## config.mk

```make
export PLATFORM = sky130hd
export DESIGN_NAME = tag_cam
export DESIGN_NICKNAME = d
export VERILOG_FILES = /design/src/rtl/tag_cam_pkg.sv /design/src/rtl/tag_eq.sv /design/src/rtl/tag_cam.sv
export SDC_FILE = /design/constraint.sdc
export NUM_CORES = 1
export LEC_CHECK = 0
export CORE_ASPECT_RATIO = 1.4
export CORE_MARGIN = 1
export CORE_UTILIZATION = 30
export CTS_CLUSTER_DIAMETER = 150
export DETAILED_ROUTE_END_ITERATION = 16
export GPL_TIMING_DRIVEN = 0
export PLACE_DENSITY = 0.55
export SYNTH_ARGS = -nofsm -noshare
export SYNTH_HDL_FRONTEND = slang
export SYNTH_SLANG_ARGS = --single-unit
```

## constraint.sdc

```tcl
create_clock -name clk -period 6.7 [get_ports clk]
set_input_delay 1.34 -clock clk [delete_from_list [all_inputs] [get_ports clk]]
set_output_delay 1.34 -clock clk [all_outputs]
set_load 0.02 [all_outputs]
```

## src/rtl/tag_cam_pkg.sv

```systemverilog
// tag_cam_pkg: default geometry shared by the tag store and its users.
package tag_cam_pkg;

    // Default tag width in bits.
    localparam int TAG_W_DEF   = 11;

    // Default number of entries (power of two, 2..32).
    localparam int ENTRIES_DEF = 8;

endpackage

```

## src/rtl/tag_eq.sv

```systemverilog
// tag_eq: single-bit equality of two W-bit vectors (per-bit XNOR, AND-reduced).
module tag_eq #(
    parameter int W = 11
) (
    input  logic [W-1:0] a,
    input  logic [W-1:0] b,
    output logic         eq
);

    // Every bit must agree for the vectors to be equal.
    assign eq = &(a ~^ b);

endmodule

```

## src/rtl/tag_cam.sv

```systemverilog
// tag_cam: fully-associative tag store with registered lookup and allocate ports.
// Lookups report the lowest matching valid entry. Allocates suppress duplicates,
// fill the lowest free slot, and fall back to round-robin replacement when full.
module tag_cam
    import tag_cam_pkg::*;
#(
    parameter  int TAG_W   = TAG_W_DEF,
    parameter  int ENTRIES = ENTRIES_DEF,
    localparam int IDX_W   = $clog2(ENTRIES)
) (
    input  logic             clk,
    input  logic             rst_n,
    input  logic             lookup_valid,
    input  logic [TAG_W-1:0] lookup_tag,
    output logic             hit_valid,
    output logic             hit,
    output logic [IDX_W-1:0] hit_idx,
    input  logic             alloc_valid,
    input  logic [TAG_W-1:0] alloc_tag,
    output logic             alloc_ack,
    output logic [IDX_W-1:0] alloc_idx,
    output logic             alloc_dup,
    output logic             alloc_evict,
    input  logic             flush
);

    // Index of the lowest set bit; 0 when no bit is set (callers qualify with |vec).
    function automatic logic [IDX_W-1:0] lowest_set(input logic [ENTRIES-1:0] vec);
        logic [IDX_W-1:0] idx;
        idx = '0;
        for (int i = ENTRIES - 1; i >= 0; i--) begin
            if (vec[i]) begin
                idx = IDX_W'(i);
            end
        end
        return idx;
    endfunction

    // Stored state. Tag contents are never reset; valid bits gate every use.
    logic [TAG_W-1:0]   tag_q [ENTRIES];
    logic [ENTRIES-1:0] valid_q;
    logic [IDX_W-1:0]   rr_ptr_q;

    // Raw equality per entry for both ports, before valid qualification.
    logic [ENTRIES-1:0] lk_eq;
    logic [ENTRIES-1:0] al_eq;

    for (genvar g = 0; g < ENTRIES; g++) begin : g_bank
        tag_eq #(.W(TAG_W)) u_lk_eq (
            .a  (tag_q[g]),
            .b  (lookup_tag),
            .eq (lk_eq[g])
        );
        tag_eq #(.W(TAG_W)) u_al_eq (
            .a  (tag_q[g]),
            .b  (alloc_tag),
            .eq (al_eq[g])
        );
    end

    // Only valid entries may match; both ports see pre-write, pre-flush contents.
    logic [ENTRIES-1:0] lk_match;
    logic [ENTRIES-1:0] al_match;
    logic               lk_any;

    assign lk_match = lk_eq & valid_q;
    assign al_match = al_eq & valid_q;
    assign lk_any   = |lk_match;

    // Allocate decision: duplicate first, then lowest free slot, then round-robin victim.
    logic             al_take;
    logic             wr_en;
    logic [IDX_W-1:0] wr_idx;
    logic             al_dup_d;
    logic             al_evict_d;
    logic [IDX_W-1:0] al_idx_d;

    // A flush in the same cycle drops the allocate entirely.
    assign al_take = alloc_valid & ~flush;

    // Select the allocate outcome and the entry (if any) to be written.
    always_comb begin
        wr_en      = 1'b0;
        wr_idx     = '0;
        al_dup_d   = 1'b0;
        al_evict_d = 1'b0;
        al_idx_d   = '0;
        if (al_take) begin
            if (|al_match) begin
                al_dup_d = 1'b1;
                al_idx_d = lowest_set(al_match);
            end else if (!(&valid_q)) begin
                wr_en    = 1'b1;
                wr_idx   = lowest_set(~valid_q);
                al_idx_d = wr_idx;
            end else begin
                wr_en      = 1'b1;
                wr_idx     = rr_ptr_q;
                al_evict_d = 1'b1;
                al_idx_d   = rr_ptr_q;
            end
        end
    end

    // Tag array write; no reset needed since valid bits hide stale contents.
    always_ff @(posedge clk) begin
        if (wr_en) begin
            tag_q[wr_idx] <= alloc_tag;
        end
    end

    // Valid bits and replacement pointer; flush clears both and wins over allocate.
    always_ff @(posedge clk or negedge rst_n) begin
        if (!rst_n) begin
            valid_q  <= '0;
            rr_ptr_q <= '0;
        end else if (flush) begin
            valid_q  <= '0;
            rr_ptr_q <= '0;
        end else begin
            if (wr_en) begin
                valid_q[wr_idx] <= 1'b1;
            end
            if (al_evict_d) begin
                rr_ptr_q <= rr_ptr_q + IDX_W'(1);
            end
        end
    end

    // Lookup result register; fields fall back to 0 when no request was made.
    always_ff @(posedge clk or negedge rst_n) begin
        if (!rst_n) begin
            hit_valid <= 1'b0;
            hit       <= 1'b0;
            hit_idx   <= '0;
        end else begin
            hit_valid <= lookup_valid;
            hit       <= lookup_valid & lk_any;
            hit_idx   <= (lookup_valid && lk_any) ? lowest_set(lk_match) : '0;
        end
    end

    // Allocate result register; one-cycle ack pulse, fields 0 when not acked.
    always_ff @(posedge clk or negedge rst_n) begin
        if (!rst_n) begin
            alloc_ack   <= 1'b0;
            alloc_idx   <= '0;
            alloc_dup   <= 1'b0;
            alloc_evict <= 1'b0;
        end else begin
            alloc_ack   <= al_take;
            alloc_idx   <= al_idx_d;
            alloc_dup   <= al_dup_d;
            alloc_evict <= al_evict_d;
        end
    end

endmodule

```

Yosys cells after proc, flatten, opt, wreduce, memory -nomap -nowiden. Memory sizes are Yosys's and may differ from the RTL's. Index checks and enable logic that the tools add are counted.

Word-level logic and storage cells: 104. Memories: 1. Memory bits (writable): 88. Register bits: 22. Output and inout bits: 11.

Memories: tag_q (depth 8, bits a word 11, rd ports 8, clocked after Yosys merged registers in 0, wr ports 1, RTL line tag_cam.sv:40) `logic [TAG_W-1:0] tag_q [ENTRIES];`.

Bitwise operators: 23. Multiplexer cells: 45. Reduce and logical (&&, ||, !) cells: 23. $lt $le $gt $ge: 2. Add/subtract/negate cells: 1.

Operators by type and width (count): $reduce_and 11->1 (16); $xnor 11x11->11 (16); $mux 3 (32); $and 8x8->8 (2); $mux 8 (2); $reduce_or 8->1 (2); $mux 1 (10); $not 8->8 (1); $or 8x8->8 (1); $reduce_and 8->1 (1); $lt 3x4->1 const B (1); $reduce_bool 2->1 (2); $add 3x1->3 const B (1); $demux 1 s3 (1); $ge 3x1->1 const B (1); $and 1x1->1 (2); $logic_and 1x1->1 (2); $not 1->1 (1).

Logic depth before layout (Yosys ltp). Gate-level depths: netlist of run 1.

Word-level depth: 19. Gate-level depth with buffers: 9. Depth with buffers taken out: 7.

Hierarchy. A second synthesis of run 1 with hierarchy kept.

Cell total of the unflattened synthesis: 459. Area, all modules: 5928.2 um2.

By module, submodules not included: tag_cam (cells an instance 219, area each 3946.3 um2, seq. area each 3193.1 um2, times used 1); tag_eq (cells an instance 15, area each 123.9 um2, seq. area each 0.0 um2, times used 16).

Least setup slack after synthesis of run 1. OpenSTA, ideal clock, no wires.

Kind: input to register. Start point: input alloc_tag[5]. End point: memory tag_q[0][0] in the netlist's numbering, enable pin. Arrival: 3046 ps. Required time: 6322 ps. Stages: 9. Path slack: 3276 ps. Cell sequence: buf_4 > xnor2_1 > nand4_1 > nor3_1 > nor4_4 > and2_1 > nand2b_1 > buf_2 > nor2_1.

Word-level cells in the longest chain between the ends: 8. Elaborated cells between the ends (all ways): 24. Those cells by class: mux: 6; bitwise: 9; reduce/logical: 9.

RTL lines: start: declaration (RTL line tag_cam.sv:19) `input logic [TAG_W-1:0] alloc_tag,`; $xnor 11x11->11 (RTL line tag_eq.sv:11) `assign eq = &(a ~^ b);`; $reduce_and 11->1 (RTL line tag_eq.sv:11); $and 8x8->8 * (RTL line tag_cam.sv:67) `assign al_match = al_eq & valid_q;`; $reduce_or 8->1 * (RTL line tag_cam.sv:89) `if (|al_match) begin`; $mux 1 (RTL line tag_cam.sv:89); $mux 1 (RTL line tag_cam.sv:88) `if (al_take) begin`; $mux 1 (RTL line tag_cam.sv:107) `if (wr_en) begin`; $mux 1 (not written as such) (RTL line tag_cam.sv:108) `tag_q[wr_idx] <= alloc_tag;`; end: declaration (RTL line tag_cam.sv:40).

Mark *: on every way between the ends. The rest lies on a longest branch, timed or not.

Final worst setup path of run 1.
Start point: input alloc_tag[0]. End point: memory tag_q[6][0] in the netlist's numbering, enable pin.

The elaborated chain is that of the path after synthesis.

==> results of run 1 <==
==> Yosys cell counts <==
master	n
xnor2_1	132
edfxtp_1	88
xor2_1	45
nand4_1	44
dfrtp_1	22
nor2_1	16
nor3_1	15
buf_2	13
nor4_1	13
inv_1	10
buf_6	9
o22ai_1	8
nand2_1	7
nand3_1	6
o21ai_0	5
a21oi_1	4
a31oi_1	3
and3_1	3
nand2_2	3
nor2b_1	3
or3_1	3
and2_1	2
buf_4	2
nand4_2	2
o21bai_1	2
o311ai_0	2
a21bo_2	1
clkbuf_1	1
ha_1	1
mux2i_1	1
nand2b_1	1
nand4_4	1
nor3_2	1
nor4_4	1
o21a_1	1
o31a_1	1
o31ai_1	1
o41ai_1	1
==> layer usage <==
metal	GRT usage, %	up-vias	part of all wire (%)
met1	19.71	1896	41
met5	0	-	0
li1	-	1766	-
met3	2.744	38	4.1
met4	7.407	0	3.5
met2	29.24	126	52
==> stage by stage <==
| stage | std cells | power (uW) |
|---|---|---|
| 6_report | 764 | 1469 |
| 5_1_grt | 764 | 1516 |
| 4_1_cts | 764 | 1479 |
| 3_5_place_dp | 748 | 931.8 |
| 3_3_place_gp | 748 | 930.6 |
| 2_1_floorplan | 474 | 871.8 |
==> report_power, final <==
| group | leakage [uW] | switching [uW] | internal (uW) | total, uW |
|---|---|---|---|---|
| clock | 0.000149 | 257 | 295 | 552 |
| combinational | 0.000902 | 97.0 | 62.1 | 159 |
| sequential | 0.00110 | 8.47 | 749 | 757 |
==> registers in the layout, summed over array words and instances, names as in the netlist <==
name,cells
rr_ptr_q,3
valid_q,8
alloc_dup,1
hit_idx,3
alloc_ack,1
hit_valid,1
tag_q,88
alloc_evict,1
hit,1
alloc_idx,3
==> final timing paths <==
| kind | slack [ns] | endpoint |
|---|---|---|
| max in group asynchronous | 4.54 | valid_q[0] |
| worst max-delay path | 2.11 | tag_q[6][0] |
| worst min register to register | 0.58 | rr_ptr_q[0] |
| worst min-delay path | 0.58 | rr_ptr_q[0] |
| worst max register to register | 3.63 | tag_q[6][0] |
| min in group asynchronous | 1.54 | hit_idx[0] |
==> worst min-delay path, cell delays in order (launching register included) <==
cell and delay [ns]:
dfrtp_1 0.39, xor2_1 0.08, nor2_1 0.07
==> cells by family after synthesis <==
| kind of cell | after synthesis | synth area share (%) |
|---|---|---|
| and+or+nand+nor | 121 | 12.20 |
| DFF | 110 | 54.15 |
| xor gates and xnor gates | 177 | 26.29 |
| buffers and inverters | 35 | 3.777 |
| muxes | 1 | 0.1698 |
| adders and majority gates | 1 | 0.2121 |
| AOI/OAI and AO/OA | 29 | 3.204 |
==> final cells by class <==
cell class                 instances  area [um^2]
fill                            1925        12450
clock buffer                       9        225.2
multi-input combinational        329         2481
buffer                            25        185.2
clock inverter                     7        77.57
sequential                       110         3193
inverter                          10        37.54
timing repair buffer              26        260.3
tap                              248        310.3
==> flow_summary.yaml, run 1 <==
timing:
  max_freq_mhz: 217.7
  whs_ns: 0.5795
  tns_ns: 0
  max_slew.worst_pin.slew_ns: 1.122
  fin_crit_sh_pct: 68.56
  slew_headroom_pct: 24.96
  setup_slack_ns: 2.107
  clock_skew_ns: 0.008280
  final_max_slew_viol_count: 0
  rsz0062_at_grt: "no"
  hold_viol: 0
  setup_viol: 0
  layout_min_cycle_time_ns: 4.594
clock_network:
  hold_buffers: 0
  numCtsBuffers: 9
  cts_max_level: 3
  insertion_delay_ns: 0.35
  cts_tree: "done"
  cts_root_buf: "clkbuf_16"
  post_cts_resized: 0
  cts.clk_slew.worst_paths_ns: 0.08
  cts_setup_buffers: 0
  clk_path_buf_depth: 2
  cts_sinks: 110
worst_setup_path:
  crit_required_ns: 6.67
  crit_fanout: 11
  critPathArrivalTime_ns: 4.56
  path_cells: "clkdlybuf4s50_1, buf_6, xnor2_1, nand4_1, nor3_1, nor4_4, and2_1, nand2b_1, buf_2, nor2_1"
  reg2regPathDepth: 8
  cp_slowest_cell: "nor2_1"
  start_kind: "primary input"
  critical_path.max_stage_delay_ns: 0.87
  r2r-start: "tag_q[7][0]"
  end_kind: "flop"
  path_class: "primary input to flop"
  path_depth: 10
  critPathBufInv: 3
  cp-startpoint: "alloc_tag[0]"
  critPathTopFamily: "simple AND/OR/NAND/NOR gates"
min_path:
  min-delay-start: "rr_ptr_q[0]"
  hp-class: "flop to flop"
  hold_depth: 2
place:
  pre_cts_slack_ns: 1.691
  placed_area_um2: 6467
  place.gp.congestion: 0.9016
  io_buffers: 26
  hpwl_um: 12500
synthesis:
  synthDistinctLibCells: 38
  synthCells: 474
  syn_area_um2: 5897
  yosys_warnings: 0
  synthesis.nets: 502
  synth_top_cell_area_share_pct: 44.81
  yosys.area.top_type: "edfxtp_1"
  avgSynthCellArea_um2: 12.44
  synth_seq_cells: 110
  synth-seq-area-share_pct: 54.15
  synth_area_leaders: "edfxtp_1 45%, xnor2_1 20%, dfrtp_1 9.3%"
power:
  powerDensity_nw_per_um2: 216.9
  ir_worst_vdd_mv: 0.1128
  leakage_uw: 0.002147
grt:
  grt_pass1_wl_um: 24320
  first_global_vias: 3996
  overflow: 0
  grt_max_degree: 23
  track_usage_pct: 16.62
  antenna_found_initial: 0
floorplan:
  start_util_pct: 30.68
  rows: 60
  coreArea_um2: 19220
  fp.dieArea_um2: 20230
  io_pins: 38
  fp.dieW_um: 120.5
  die_y_um: 167.9
drt:
  viasPerCell: 5.008
  drt_iter0_drc: 234
  routed_wl_um: 16120
  drt_first_pass_iters: 4
  ant_nets: 0
  vias: 3826
  drc: 0
  wl_per_cell_um: 21.10
flow_run:
  cap_violations: 0
layout:
  fin_area_um2: 6770
  final_common_cell: "xnor2_1"
  diodes: 0
  mostFrequentLayoutCells: "132 x xnor2_1, 88 x edfxtp_1, 45 x xor2_1, 44 x nand4_1, 26 x clkdlybuf4s50_1"
  num-nets-final: 539
  drive_gt1_share_pct: 9.302
  utilization_pct: 35.23
  area_delta_synth_final_pct: 14.81
outcome:
  status: "completed"
(Power assumes the default switching activity.)
==> inputs of run 2 (changes only) <==
==> constraint.sdc (replaced) <==
create_clock -name clk -period 4.4 [get_ports clk]
set_input_delay 0.88 -clock clk [delete_from_list [all_inputs] [get_ports clk]]
set_output_delay 0.88 -clock clk [all_outputs]
set_load 0.02 [all_outputs]
==> results of run 2 <==
Same layout as run 1 (identical final DEF). Status: completed.
Main changes from that run: setup slack after placement 1.691 ns -> -0.1491 ns; setup slack after layout 2.107 ns -> 0.2665 ns; register-to-register setup slack 3.63 ns -> 1.33 ns; total power 1469 uW -> 2236 uW; worst IR drop on VDD 0.1128 mV -> 0.1717 mV
